<file path="src/rtl/keybank_if.sv">
// Key-bank signal bundle: raw key levels and mode in, conditioned levels and pulses out.
// The slave modport is the keybank side and the master modport is the driving side.
interface keybank_if #(
    parameter int N = 4
) ();
    logic [N-1:0] in;
    logic [N-1:0] mode;
    logic [N-1:0] state;
    logic [N-1:0] press;
    logic [N-1:0] rise;
    logic [N-1:0] fall;
    logic [N-1:0] rep;
    logic         any;

    modport master (output in, mode, input state, press, rise, fall, rep, any);
    modport slave  (input in, mode, output state, press, rise, fall, rep, any);
endinterface

</file>
<file path="src/rtl/keybank.sv">
// N-channel push-button conditioner: sync, hysteretic integrator debounce, edge pulses,
// per-channel toggle level and typematic auto-repeat.
module keybank #(
    parameter int N        = 4,
    parameter int CW       = 8,
    parameter int TH_ON    = 200,
    parameter int TH_OFF   = 50,
    parameter int HW       = 24,
    parameter int HOLD_CYC = 12000000,
    parameter int REP_CYC  = 2000000
) (
    input  logic     clk,
    input  logic     rst,
    keybank_if.slave kb
);

    typedef enum logic [1:0] {
        IDLE = 2'd0,
        WAIT = 2'd1,
        RPT  = 2'd2
    } rpt_e;

    localparam logic [CW-1:0] CNT_MAX  = {CW{1'b1}};
    localparam logic [CW-1:0] CNT_ONE  = CW'(1);
    localparam logic [CW-1:0] TH_ON_C  = CW'(TH_ON);
    localparam logic [CW-1:0] TH_OFF_C = CW'(TH_OFF);
    localparam logic [HW-1:0] HC_ONE   = HW'(1);
    localparam logic [HW-1:0] HOLD_C   = HW'(HOLD_CYC);
    localparam logic [HW-1:0] REP_C    = HW'(REP_CYC);

    logic [N-1:0]  sync1_q, sync1_d, sync2_q, sync2_d;
    logic [N-1:0]  state_q, state_d, tog_q, tog_d;
    logic [N-1:0]  rise_q, rise_d, fall_q, fall_d, rep_q, rep_d;
    logic [N-1:0]  set_s, clr_s;
    logic          any_q, any_d;
    logic [CW-1:0] cnt_q [N];
    logic [CW-1:0] cnt_d [N];
    logic [HW-1:0] hc_q  [N];
    logic [HW-1:0] hc_d  [N];
    rpt_e          fsm_q [N];
    rpt_e          fsm_d [N];

    // State register for every channel; reset clears everything including the toggle level.
    always_ff @(posedge clk or posedge rst) begin
        if (rst) begin
            sync1_q <= '0;
            sync2_q <= '0;
            state_q <= '0;
            tog_q   <= '0;
            rise_q  <= '0;
            fall_q  <= '0;
            rep_q   <= '0;
            any_q   <= 1'b0;
            for (int i = 0; i < N; i++) begin
                cnt_q[i] <= '0;
                hc_q[i]  <= '0;
                fsm_q[i] <= IDLE;
            end
        end else begin
            sync1_q <= sync1_d;
            sync2_q <= sync2_d;
            state_q <= state_d;
            tog_q   <= tog_d;
            rise_q  <= rise_d;
            fall_q  <= fall_d;
            rep_q   <= rep_d;
            any_q   <= any_d;
            for (int i = 0; i < N; i++) begin
                cnt_q[i] <= cnt_d[i];
                hc_q[i]  <= hc_d[i];
                fsm_q[i] <= fsm_d[i];
            end
        end
    end

    // Next-state logic: integrator, hysteresis, edges, toggle and repeat FSM per channel.
    always_comb begin
        sync1_d = kb.in;
        sync2_d = sync1_q;
        state_d = state_q;
        tog_d   = tog_q;
        rise_d  = '0;
        fall_d  = '0;
        rep_d   = '0;
        set_s   = '0;
        clr_s   = '0;
        for (int i = 0; i < N; i++) begin
            cnt_d[i] = cnt_q[i];
            hc_d[i]  = hc_q[i];
            fsm_d[i] = fsm_q[i];

            if (sync2_q[i] && (cnt_q[i] != CNT_MAX)) begin
                cnt_d[i] = cnt_q[i] + CNT_ONE;
            end else if (!sync2_q[i] && (cnt_q[i] != '0)) begin
                cnt_d[i] = cnt_q[i] - CNT_ONE;
            end else begin
                cnt_d[i] = cnt_q[i];
            end

            if (cnt_d[i] >= TH_ON_C) begin
                state_d[i] = 1'b1;
            end else if (cnt_d[i] <= TH_OFF_C) begin
                state_d[i] = 1'b0;
            end else begin
                state_d[i] = state_q[i];
            end

            set_s[i]  = state_d[i] & ~state_q[i];
            clr_s[i]  = ~state_d[i] & state_q[i];
            rise_d[i] = set_s[i];
            fall_d[i] = clr_s[i];
            if (set_s[i] && kb.mode[i]) begin
                tog_d[i] = ~tog_q[i];
            end else begin
                tog_d[i] = tog_q[i];
            end

            // hc counts 0..limit inclusive, so repeat pulses are limit+1 cycles apart.
            case (fsm_q[i])
                IDLE: begin
                    hc_d[i] = '0;
                    if (set_s[i]) begin
                        fsm_d[i] = WAIT;
                    end else begin
                        fsm_d[i] = IDLE;
                    end
                end
                WAIT: begin
                    if (clr_s[i]) begin
                        fsm_d[i] = IDLE;
                        hc_d[i]  = '0;
                    end else if (hc_q[i] == HOLD_C) begin
                        fsm_d[i] = RPT;
                        hc_d[i]  = '0;
                        rep_d[i] = 1'b1;
                    end else begin
                        hc_d[i]  = hc_q[i] + HC_ONE;
                    end
                end
                RPT: begin
                    if (clr_s[i]) begin
                        fsm_d[i] = IDLE;
                        hc_d[i]  = '0;
                    end else if (hc_q[i] == REP_C) begin
                        hc_d[i]  = '0;
                        rep_d[i] = 1'b1;
                    end else begin
                        hc_d[i]  = hc_q[i] + HC_ONE;
                    end
                end
                default: begin
                    fsm_d[i] = IDLE;
                    hc_d[i]  = '0;
                end
            endcase
        end
        any_d = |state_d;
    end

    assign kb.state = state_q;
    assign kb.press = (kb.mode & tog_q) | (~kb.mode & state_q);
    assign kb.rise  = rise_q;
    assign kb.fall  = fall_q;
    assign kb.rep   = rep_q;
    assign kb.any   = any_q;

endmodule

</file>
<file path="src/flat_wrapper.sv">
// flat-port wrapper written by rule: the top's interface ports become plain ports
module keybank_flat 
#(
    parameter int N        = 4,
    parameter int CW       = 8,
    parameter int TH_ON    = 200,
    parameter int TH_OFF   = 50,
    parameter int HW       = 24,
    parameter int HOLD_CYC = 12000000,
    parameter int REP_CYC  = 2000000
)
  (clk, rst, kb_in, kb_mode, kb_state, kb_press, kb_rise, kb_fall, kb_rep, kb_any);
  keybank_if #(.N(N)) kb_i ();
  input  logic clk;
  input  logic rst;
  input wire logic [$bits(kb_i.in)-1:0] kb_in;
  input wire logic [$bits(kb_i.mode)-1:0] kb_mode;
  output wire logic [$bits(kb_i.state)-1:0] kb_state;
  output wire logic [$bits(kb_i.press)-1:0] kb_press;
  output wire logic [$bits(kb_i.rise)-1:0] kb_rise;
  output wire logic [$bits(kb_i.fall)-1:0] kb_fall;
  output wire logic [$bits(kb_i.rep)-1:0] kb_rep;
  output wire logic [$bits(kb_i.any)-1:0] kb_any;
  assign kb_i.in = kb_in;
  assign kb_i.mode = kb_mode;
  assign kb_state = kb_i.state;
  assign kb_press = kb_i.press;
  assign kb_rise = kb_i.rise;
  assign kb_fall = kb_i.fall;
  assign kb_rep = kb_i.rep;
  assign kb_any = kb_i.any;
  keybank #(.N(N), .CW(CW), .TH_ON(TH_ON), .TH_OFF(TH_OFF), .HW(HW), .HOLD_CYC(HOLD_CYC), .REP_CYC(REP_CYC)) u_core (.clk(clk), .rst(rst), .kb(kb_i));
endmodule
</file>
<file path="config.mk">
export PLATFORM = sky130hd
export DESIGN_NAME = keybank_flat
export DESIGN_NICKNAME = d
export VERILOG_FILES = /design/src/rtl/keybank_if.sv /design/src/rtl/keybank.sv /design/src/flat_wrapper.sv
export SDC_FILE = /design/constraint.sdc
export NUM_CORES = 1
export LEC_CHECK = 0
export CELL_PAD_IN_SITES_DETAIL_PLACEMENT = 0
export CELL_PAD_IN_SITES_GLOBAL_PLACEMENT = 1
export CORE_MARGIN = 2
export CORE_UTILIZATION = 50
export DETAILED_ROUTE_END_ITERATION = 6
export DONT_BUFFER_PORTS = 1
export PLACE_DENSITY = 0.87
export SKIP_LAST_GASP = 1
export SLEW_MARGIN = 20
export SYNTH_ARGS = -nofsm -noshare
export SYNTH_HDL_FRONTEND = slang
export SYNTH_SLANG_ARGS = --single-unit
</file>
<file path="constraint.sdc">
create_clock -name clk -period 6.65 [get_ports clk]
set_input_delay 0.9975 -clock clk [delete_from_list [all_inputs] [get_ports clk]]
set_output_delay 0.9975 -clock clk [all_outputs]
set_load 0.1 [all_outputs]
</file>
==> results.json, run 1 <==
{
  "status": "completed",
  "drt_wl_total_mm": 17.3,
  "routedWlPerCell_um": 14.4,
  "ys_types": 71,
  "initial_antenna_violation_count": 0,
  "synth-simple-area-share": 0.261,
  "num_io_pins": 31,
  "detail-route-antenna-nets": 0,
  "total_leakage_power_nw": 4.07,
  "worstSetupStartpointType": "register",
  "worst_slew_slack_as_a_fraction_of_its_limit": 0.266,
  "report.final.setup_viol": 0,
  "cts.hold.buffers_added": 0,
  "drive_gt1_frac": 0.0617,
  "ys_seq_elements": 165,
  "dominantRegCellSynth": "sky130_fd_sc_hd__dfrtp_1",
  "post_cts_buffers": 0,
  "rsz_0062_raised_after_global_routing": "no",
  "final.setup.tns_ns": 0,
  "synthesis.yosys.warnings": 0,
  "synth_top_cell_area_share": 0.451,
  "clock_sink_count": 165,
  "largest_family_of_logic_cells_by_synthesized_area": "simple AND/OR/NAND/NOR gates",
  "worst_pin_slew_ns": 1.10,
  "timing.setup.critical_path_class": "reg2out",
  "power-per-cell-area_nw_per_um2": 359,
  "via_count": 6857,
  "track_usage": 0.185,
  "core_region_area_um2": 18000,
  "fin_crit_sh": 0.546,
  "clk-insertion-delay-late_ns": 0.43,
  "worstPathRequired_ns": 5.65,
  "synth-xor-area-share": 0.100,
  "synthesis.area_um2": 9150,
  "drc_errors": 0,
  "synth-adder-area-share": 0.0396,
  "fin_cells": 1203,
  "grt_first_pass_wirelength_mm": 30.2,
  "cts.reportedPaths.clkPinSlew_ns": 0.07,
  "maximum_vdd_drop_mv": 0.264,
  "worstPathArrival_ns": 2.63,
  "fill_cells": 1621,
  "area_of_combinational_cells_with_multiple_inputs_um2": 4660,
  "quantity_of_gates_resized_following_cts": 0,
  "tritoncts_clock_tree": "done",
  "timing.fmax_mhz": 276,
  "finalNetCount": 999,
  "setup_slack_ns": 3.02,
  "cts.root.buffer_cell": "sky130_fd_sc_hd__clkbuf_16",
  "finClkSkew_ns": 0.0111,
  "timing_max_transition_violations_final": 0,
  "drv_cap": 0,
  "via_count_of_the_first_global_routing_pass": 6354,
  "drtPass1Iterations": 4,
  "net-switching-power_mw": 1.42,
  "die_y_um": 139,
  "synth_sequential_area_ratio": 0.451,
  "final_core_util": 0.557,
  "portBuffers": 0,
  "cts_made_buffers": 17,
  "gp_congestion": 0.815,
  "synthToLayoutAreaGrowth_pct": 9.36,
  "place_worst_setup_slack_ns": 3.19,
  "synth_top_area_cell": "sky130_fd_sc_hd__dfrtp_1",
  "placement_rows": 49,
  "drt_iter0_markers": 408,
  "synth_fp_nets": 1004,
  "power_report.internal_total_mw": 2.18,
  "half_perimeter_wire_length_after_detailed_placement_mm": 11.8,
  "clk_path_buf_depth": 2,
  "timing.hold.worst.class": "reg2reg",
  "muxShareOfSynthArea": 0.00711,
  "yosys-top-cells-area": "sky130_fd_sc_hd__dfrtp_1 (45%), sky130_fd_sc_hd__nor2_1 (6.0%), sky130_fd_sc_hd__xor2_1 (5.2%), sky130_fd_sc_hd__xnor2_1 (4.9%), sky130_fd_sc_hd__ha_1 (4.0%)",
  "critical_path_peak_fanout": 4,
  "finalHoldViolCount": 0,
  "grt_overflow": 0,
  "power.share.sequential": 0.451,
  "post-synth-top-count-cell": "sky130_fd_sc_hd__dfrtp_1",
  "reg_area_um2": 4130,
  "combinational_power_share": 0.251,
  "die_w_um": 139,
  "grt_start_max_net_pins": 91,
  "synthArstFlopShare": 1.00,
  "cts.htree.levels": 4,
  "design.die.area_um2": 19400,
  "syn-instance-count": 965,
  "synthesized_area_fraction_occupied_by_ao_oa_aoi_and_oai_cells": 0.0988,
  "post_synth_most_frequent_cells": "sky130_fd_sc_hd__dfrtp_1 (165), sky130_fd_sc_hd__nor2_1 (147), sky130_fd_sc_hd__inv_1 (69)",
  "clockPowerShare": 0.298,
  "setup.worst_path.end_class": "output port",
  "synth_enable_flop_cells": 0,
  "min_period_ns": 3.63,
  "post_synth.cell_area_avg_um2": 9.49,
  "initial_utilization": 0.510,
  "numPlacedInstances": 1170,
  "power_switching_share": 0.395,
  "vias_per_cell": 5.70
}
-- kinds of logic after synthesis --
family          Yosys count
simple gates            445
flops                   165
compound gates          120
xor+xnor                105
buf+inv                  96
fa+ha+maj                29
mux                       5
-- power by group through the flow --
stage	logic (mW)	registers, mW	clock network [mW]
after global routing	1.01	1.65	1.14
after global placement	0.891	1.63	0
after detailed placement	0.902	1.64	0
after floorplan	0.825	1.51	0
final	0.903	1.62	1.07
after CTS	0.910	1.62	1.10
-- registers in the layout, indices dropped and copies added (netlist names) --
| name | cells |
|---|---|
| u_core.kb.rise | 4 |
| u_core.kb.any | 1 |
| u_core.hc_q | 96 |
| u_core.kb.fall | 4 |
| u_core.tog_q | 4 |
| u_core.kb.state | 4 |
| u_core.fsm_q | 8 |
| u_core.cnt_q | 32 |
| u_core.sync2_q | 4 |
| u_core.sync1_q | 4 |
| u_core.kb.rep | 4 |
-- layer usage --
layer | GRT usage | share of wire | up-vias
li1 | - | - | 3415
met1 | 0.263 | 0.50 | 3333
met2 | 0.289 | 0.46 | 93
met3 | 0.0351 | 0.029 | 16
met4 | 0.0574 | 0.011 | 0
met5 | 0 | 0 | -
-- cells in the final DEF, fill, tap and decap left out, drive strengths merged, types with 13 or more instances in the layout --
cell type	instances
a21oi	20
and2	13
and3	26
clkbuf	20
dfrtp	165
ha	29
inv	69
nand2	48
nand3	57
nand4	29
nor2	147
nor3	22
nor4	14
o21ai	13
or3	14
xnor2	51
xor2	54
-- worst paths after layout --
path                               startpoint                 to  slack, ns  cells past startpoint
setup / recovery           u_core.kb.state[1]        kb_press[1]       3.02                      2
hold / removal              u_core.sync1_q[2]  u_core.sync2_q[2]       0.36                      0
setup reg to reg             u_core.cnt_q[24]    u_core.hc_q[75]       3.22                      9
hold reg to reg             u_core.sync1_q[2]  u_core.sync2_q[2]       0.36                      0
max in group asynchronous                 rst    u_core.hc_q[26]       4.64                      2
min in group asynchronous                 rst    u_core.hc_q[75]       0.58                      1
-- worst max-delay path, cell delays in order, from the launching register on --
cell	delay, ns
sky130_fd_sc_hd__dfrtp_1	0.99
sky130_fd_sc_hd__inv_1	0.29
sky130_fd_sc_hd__o21ai_2	0.93
-- area by class of cell --
type,instances,area share
antenna,1,0.000250
clock buffer,20,0.0446
clock inverter,12,0.0202
inverter,69,0.0264
multi-input combinational,704,0.465
sequential,165,0.412
tap,229,0.0286
timing repair buffer,3,0.00225
-- metrics by stage --
step / cell area [um^2] / total power [mW] / hold slack, ns
4_1_cts: 10000 / 3.63 / 0.361
5_1_grt: 10000 / 3.81 / 0.367
2_1_floorplan: 9150 / 2.34 / 0.331
3_5_place_dp: 9360 / 2.54 / 0.348
3_3_place_gp: 9360 / 2.52 / 0.334
6_report: 10000 / 3.60 / 0.358
Note: power is estimated with default switching activity, not from simulation.
==> run 2: changes to the inputs <==
Settings changed: CORE_UTILIZATION 50 to 46, PLACE_DENSITY 0.87 to 0.84.
Clock period 6.65 ns to 3.3 ns, I/O delays scaled along.
==> run 2 against run 1 <==
Power up 100%. Sequential cell count did not move. Setup slack worse by 2.8 ns. Sequential share of layout area is 0.89 points lower. Via count rose by 0.67%. Cell area up 2.2%. Die area up 8.4%. Clock power increased by 96%. Register-to-register slack got worse by 3.0 ns. Clock-buffer cell count shrank 3. Highest routed layer unchanged.
==> results.json, run 2 (synthesis results as in run 1) <==
{
  "synthToLayoutAreaGrowth_pct": 11.8,
  "num_io_pins": 31,
  "track_usage": 0.178,
  "timing.hold.worst.class": "in2reg",
  "critical_path_peak_fanout": 8,
  "half_perimeter_wire_length_after_detailed_placement_mm": 12.4,
  "grt_first_pass_wirelength_mm": 31.5,
  "die_y_um": 145,
  "worstSetupStartpointType": "register",
  "detail-route-antenna-nets": 0,
  "status": "completed",
  "cts_made_buffers": 17,
  "initial_utilization": 0.469,
  "cts.htree.levels": 4,
  "drv_cap": 0,
  "routedWlPerCell_um": 14.4,
  "maximum_vdd_drop_mv": 0.327,
  "grtUsageMet1": 0.238,
  "fin_crit_sh": 0.930,
  "numPlacedInstances": 1222,
  "vias_per_cell": 5.49,
  "fin_cells": 1257,
  "finClkSkew_ns": 0.0113,
  "finalHoldViolCount": 0,
  "final.setup.tns_ns": 0,
  "initial_antenna_violation_count": 0,
  "power-per-cell-area_nw_per_um2": 716,
  "tritoncts_clock_tree": "done",
  "clock_sink_count": 165,
  "worstPathArrival_ns": 3.37,
  "timing.hold.ws_ns": 0.0936,
  "setup.worst_path.end_class": "register",
  "placement_rows": 51,
  "cts.reportedPaths.clkPinSlew_ns": 0.06,
  "via_count_of_the_first_global_routing_pass": 6682,
  "core_region_area_um2": 19500,
  "drtPass1Iterations": 5,
  "grt_start_max_net_pins": 59,
  "flip_flop_count_of_the_largest_register_all_copies_and_words_added": 96,
  "worstPathRequired_ns": 3.60,
  "mostFrequentLayoutCell": "sky130_fd_sc_hd__dfrtp_1",
  "clk-insertion-delay-late_ns": 0.43,
  "grt_overflow": 0,
  "timing.setup.critical_path_class": "reg2reg",
  "min_period_ns": 3.07,
  "setup_slack_ns": 0.231,
  "r2r_start": "u_core.cnt_q[0]",
  "design.die.area_um2": 21000,
  "ff2ff_setup_slack_ns": 0.23,
  "report.final.setup_viol": 0,
  "die_w_um": 145,
  "gr_util_met2": 0.292,
  "rr_worst_depth": 9,
  "fill_cells": 1828,
  "timing_max_transition_violations_final": 0,
  "registers.top_by_ff_count": "u_core.hc_q",
  "timing.fmax_mhz": 326,
  "groute.layer.met3.usage": 0.0387,
  "drive_gt1_frac": 0.0806,
  "cts.root.buffer_cell": "sky130_fd_sc_hd__clkbuf_16",
  "place_worst_setup_slack_ns": 0.119,
  "worst_flop_to_flop_path_endpoint": "u_core.kb.any",
  "top_usage_layer": "met2",
  "drt_iter0_markers": 371,
  "antenna_cells": 0,
  "drc_errors": 0,
  "portBuffers": 0,
  "total_leakage_power_nw": 4.16,
  "via_count": 6903,
  "drt_wl_total_mm": 18.0,
  "worst_pin_slew_ns": 0.914,
  "finalNetCount": 1018,
  "cp-startpoint": "u_core.cnt_q[0]",
  "largestRegisters": "u_core.hc_q: 96 flops, u_core.cnt_q: 32 flops, u_core.fsm_q: 8 flops",
  "clk_path_buf_depth": 2,
  "rsz_0062_raised_after_global_routing": "no",
  "worst_slew_slack_as_a_fraction_of_its_limit": 0.391,
  "gp_congestion": 0.862,
  "final_core_util": 0.524,
  "critical_path.endpoint": "u_core.kb.any",
  "most-common-layout-cells": "sky130_fd_sc_hd__dfrtp_1 (165), sky130_fd_sc_hd__nor2_1 (147), sky130_fd_sc_hd__inv_1 (68)"
}
run 2: stage by stage:
step | cell area (um^2) | power [mW]
floorplan | 9160 | 4.71
global placement | 9550 | 5.22
detailed placement | 9550 | 5.24
CTS | 10200 | 7.37
global route | 10200 | 7.77
finish | 10200 | 7.33
run 2: final cells by class:
class,count,area (um^2),share of cell area
multi-input combinational,704,4670,0.456
sequential,165,4130,0.404
clock buffer,17,425,0.0416
tap,265,332,0.0324
inverter,69,263,0.0257
timing repair buffer,22,213,0.0208
clock inverter,15,205,0.0201
run 2: how the worst min path moves through the flow:
stage / from / end / slack (ns) / cells past startpoint
2_1_floorplan: u_core.sync1_q[0] / u_core.sync2_q[0] / 0.33 / 0
3_3_place_gp: u_core.sync1_q[1] / u_core.sync2_q[1] / 0.33 / 0
3_5_place_dp: u_core.sync1_q[1] / u_core.sync2_q[1] / 0.34 / 0
4_1_cts: kb_in[1] / u_core.sync1_q[1] / 0.08 / 0
5_1_grt: kb_in[1] / u_core.sync1_q[1] / 0.06 / 0
6_report: kb_in[0] / u_core.sync1_q[0] / 0.09 / 0
run 2: layer usage:
layer	wire [um]	part of all wire	up-vias
met4	175	0.0097	0
met2	8640	0.48	115
met1	8560	0.47	3340
met5	0	0	-
li1	-	-	3435
met3	661	0.037	13
run 2: worst max-delay path, stage by stage (launching register included):
cell,delay [ns]
sky130_fd_sc_hd__dfrtp_1,0.46
sky130_fd_sc_hd__inv_1,0.09
sky130_fd_sc_hd__ha_1,0.23
sky130_fd_sc_hd__nor4b_4,0.37
sky130_fd_sc_hd__and4b_1,0.26
sky130_fd_sc_hd__a311o_1,0.36
sky130_fd_sc_hd__a21oi_1,0.20
sky130_fd_sc_hd__nor2_1,0.05
sky130_fd_sc_hd__or3_1,0.41
sky130_fd_sc_hd__or4b_1,0.51
run 2: power breakdown:
group / switching [mW] / internal (mW)
Clock: 0.832 / 1.27
Sequential: 0.730 / 2.32
Combinational: 1.36 / 0.813
Total: 2.93 / 4.40
run 2: what timing repair did:
item | 4_1_cts | 5_1_grt
endpoints found under the hold margin | 0 | 7
buffers inserted | 0 | 1
resized for setup | 0 | 1
hold buffers | 0 | 1
endpoints found under the setup margin | 0 | 29
==> run 3: changes to the inputs <==
Settings changed: ABC_AREA set to 1, CORE_UTILIZATION 46 to 44, GPL_ROUTABILITY_DRIVEN set to 0.
==> run 3 against run 2 <==
Combinational power about the same. Clock power down 9%. Wire length up 34%. Setup slack better by 0.39 ns. Clock-buffer cell count up 2. Non-clock buffer count down 9. Utilization down 4.6 points.
==> results.json, run 3 <==
{
  "status": "completed",
  "synthToLayoutAreaGrowth_pct": 7.56,
  "rr_worst_depth": 14,
  "yosys-top-cells-area": "sky130_fd_sc_hd__dfrtp_1 (37%), sky130_fd_sc_hd__nand2_1 (12%), sky130_fd_sc_hd__nand3_1 (6.9%), sky130_fd_sc_hd__inv_1 (6.4%), sky130_fd_sc_hd__a21oi_2 (4.7%)",
  "post_cts_buffers": 0,
  "post_synth.cell_area_avg_um2": 7.58,
  "fill_cells": 2484,
  "maximum_vdd_drop_mv": 0.398,
  "detail-route-antenna-nets": 0,
  "cts.htree.levels": 4,
  "via_count": 9346,
  "grt_first_pass_wirelength_mm": 42.4,
  "critical_path.max_stage_delay_ns": 0.42,
  "power.share.sequential": 0.396,
  "synthArstFlopShare": 1.00,
  "finalHoldViolCount": 0,
  "drtPass1Iterations": 5,
  "worstPathArrival_ns": 3.02,
  "synth_fp_nets": 1502,
  "quantity_of_gates_resized_following_cts": 0,
  "crit_path_cell_trace": "inv_1 -> ha_1 -> inv_1 -> nor2_1 -> nand2_2 -> nand2_2 -> nand2_1 -> xor2_1 -> nand2_1 -> nand2_1 -> nand2_2 -> nand4_4 -> nand3_4 -> a21oi_1",
  "cts.reportedPaths.clkPinSlew_ns": 0.06,
  "synth_top_area_cell": "sky130_fd_sc_hd__dfrtp_1",
  "rsz_0062_raised_after_global_routing": "no",
  "design.die.area_um2": 26500,
  "finalNetCount": 1502,
  "clock_sink_count": 165,
  "worstHoldPathCells": 0,
  "worst_flop_to_flop_path_endpoint": "u_core.hc_q[29]",
  "ff2ff_setup_slack_ns": 0.62,
  "grt_overflow": 0,
  "drive_gt1_frac": 0.144,
  "antenna_cells": 0,
  "power_switching_share": 0.409,
  "critical_path_peak_fanout": 24,
  "setup.worst_path.end_class": "register",
  "cts.root.buffer_cell": "sky130_fd_sc_hd__clkbuf_16",
  "half_perimeter_wire_length_after_detailed_placement_mm": 17.2,
  "final.setup.tns_ns": 0,
  "timing.fmax_mhz": 373,
  "worst_pin_slew_ns": 0.985,
  "cp-startpoint": "u_core.cnt_q[8]",
  "drt_wl_total_mm": 24.2,
  "most-common-layout-cells": "sky130_fd_sc_hd__nand2_1 (351), sky130_fd_sc_hd__inv_1 (188), sky130_fd_sc_hd__dfrtp_1 (165)",
  "syn-instance-count": 1463,
  "worstPathRequired_ns": 3.64,
  "synthesis.yosys.warnings": 0,
  "drt_iter0_markers": 647,
  "r2r_start": "u_core.cnt_q[8]",
  "report.final.setup_viol": 0,
  "finClkSkew_ns": 0.0112,
  "die_y_um": 163,
  "initial_antenna_violation_count": 0,
  "post_synth_most_frequent_cells": "sky130_fd_sc_hd__nand2_1 (351), sky130_fd_sc_hd__inv_1 (189), sky130_fd_sc_hd__dfrtp_1 (165)",
  "registers.top_by_ff_count": "u_core.hc_q",
  "timing.hold.worst.class": "in2reg",
  "timing_max_transition_violations_final": 0,
  "net-switching-power_mw": 2.77,
  "critical-path-slowest-cell": "sky130_fd_sc_hd__dfrtp_1",
  "clk_path_buf_depth": 2,
  "timing.setup.critical_path_class": "reg2reg",
  "initial_utilization": 0.444,
  "grt_start_max_net_pins": 166,
  "routedWlPerCell_um": 13.4,
  "portBuffers": 0,
  "cts_made_buffers": 17,
  "clk-insertion-delay-late_ns": 0.43,
  "cts.hold.buffers_added": 0,
  "min_period_ns": 2.68,
  "place_worst_setup_slack_ns": 0.612,
  "power-per-cell-area_nw_per_um2": 568,
  "power_report.internal_total_mw": 4.01,
  "synthesis.area_um2": 11100,
  "combinational_power_share": 0.321,
  "core_region_area_um2": 25000,
  "holdCritStartpoint": "kb_in[2]",
  "fin_crit_sh": 0.813,
  "synth_sequential_area_ratio": 0.372,
  "drv_cap": 0,
  "largestRegisters": "u_core.hc_q: 96 flops, u_core.cnt_q: 32 flops, u_core.fsm_q: 8 flops",
  "mostFrequentLayoutCell": "sky130_fd_sc_hd__nand2_1",
  "track_usage": 0.191,
  "num_io_pins": 31,
  "hold-path-endpoint": "u_core.sync1_q[2]",
  "dominantRegCellSynth": "sky130_fd_sc_hd__dfrtp_1",
  "post-synth-top-count-cell": "sky130_fd_sc_hd__nand2_1",
  "clockPowerShare": 0.283,
  "worst_slew_slack_as_a_fraction_of_its_limit": 0.344,
  "ys_seq_elements": 165,
  "drc_errors": 0,
  "ys_types": 47,
  "placement_rows": 58,
  "total_leakage_power_nw": 5.08,
  "tritoncts_clock_tree": "done",
  "worstSetupStartpointType": "register",
  "vias_per_cell": 5.18,
  "via_count_of_the_first_global_routing_pass": 9025,
  "synth_enable_flop_cells": 0,
  "die_w_um": 163,
  "flip_flop_count_of_the_largest_register_all_copies_and_words_added": 96,
  "setup_slack_ns": 0.617,
  "synth_top_cell_area_share": 0.372
}
run 3: changes by cell type in the layout (fill, tap and decap cells not counted), sizes merged, moves of 24 or more:
cell,before,now
and3,26,0
inv,70,202
xnor2,51,6
a21oi,20,108
or2,3,30
o21ai,13,39
nor3,22,46
nor2,147,112
nand2,48,376
nand3,57,157
run 3: logic make-up after synthesis:
logic type | Yosys count | share of synthesized area
buffers and inverters | 234 | 0.0932
and+or+nand+nor | 815 | 0.356
DFF | 165 | 0.372
AOI/OAI and AO/OA | 162 | 0.0990
xor gates and xnor gates | 58 | 0.0471
adders and majority gates | 29 | 0.0327
run 3: worst max path at each step:
stage                      end  slack, ns  cells after the start
2_1_floorplan      kb_press[0]       0.21                      2
3_3_place_gp   u_core.fsm_q[3]       0.68                     16
3_5_place_dp   u_core.fsm_q[2]       0.61                     16
4_1_cts        u_core.hc_q[29]       0.58                     14
5_1_grt        u_core.fsm_q[2]       0.32                     16
6_report       u_core.hc_q[29]       0.62                     14
run 3: per-stage QoR:
stage / std cells / cell area, um^2 / utilization / power [mW] / hold slack (ns)
after floorplan: 1463 / 11100 / - / 4.48 / 0.331
after global placement: 1774 / 11400 / 0.456 / 4.89 / 0.343
after detailed placement: 1774 / 11400 / 0.456 / 4.90 / 0.346
after CTS: 1805 / 11900 / 0.478 / 6.85 / 0.0727
after global routing: 1805 / 11900 / 0.478 / 7.26 / 0.0693
final: 1805 / 11900 / 0.478 / 6.78 / 0.0929
run 3: layer usage:
metal	global-route usage	up-vias	routed length (um)
met5	0	-	0
met3	0.0278	26	676
met1	0.256	4398	11600
li1	-	4780	-
met2	0.325	142	11500
met4	0.0527	0	400
run 3: layout make-up:
class	instances	area [um^2]	area share
clock buffers	19	453	0.0380
clock inverters	12	106	0.00891
inverters	202	762	0.0639
multi-input cells	1064	5950	0.498
flip-flops and latches	165	4130	0.346
well taps	330	413	0.0346
repair buffers	13	123	0.0103
run 3: worst max-delay path: cells and delay by family, from the launching register on:
family / cells / cell delay (ns)
buffers and inverters: 2 / 0.21
AOI/OAI and AO/OA: 1 / 0.30
adders and majority gates: 1 / 0.24
DFF: 1 / 0.42
and+or+nand+nor: 9 / 1.24
xor gates and xnor gates: 1 / 0.18
run 3: power groups by stage:
stage | Clock [mW] | Sequential [mW] | Combinational [mW]
after floorplan | 0 | 2.67 | 1.81
after global placement | 0 | 2.72 | 2.18
after detailed placement | 0 | 2.72 | 2.18
after CTS | 1.97 | 2.69 | 2.19
after global routing | 2.06 | 2.74 | 2.46
final | 1.92 | 2.68 | 2.17
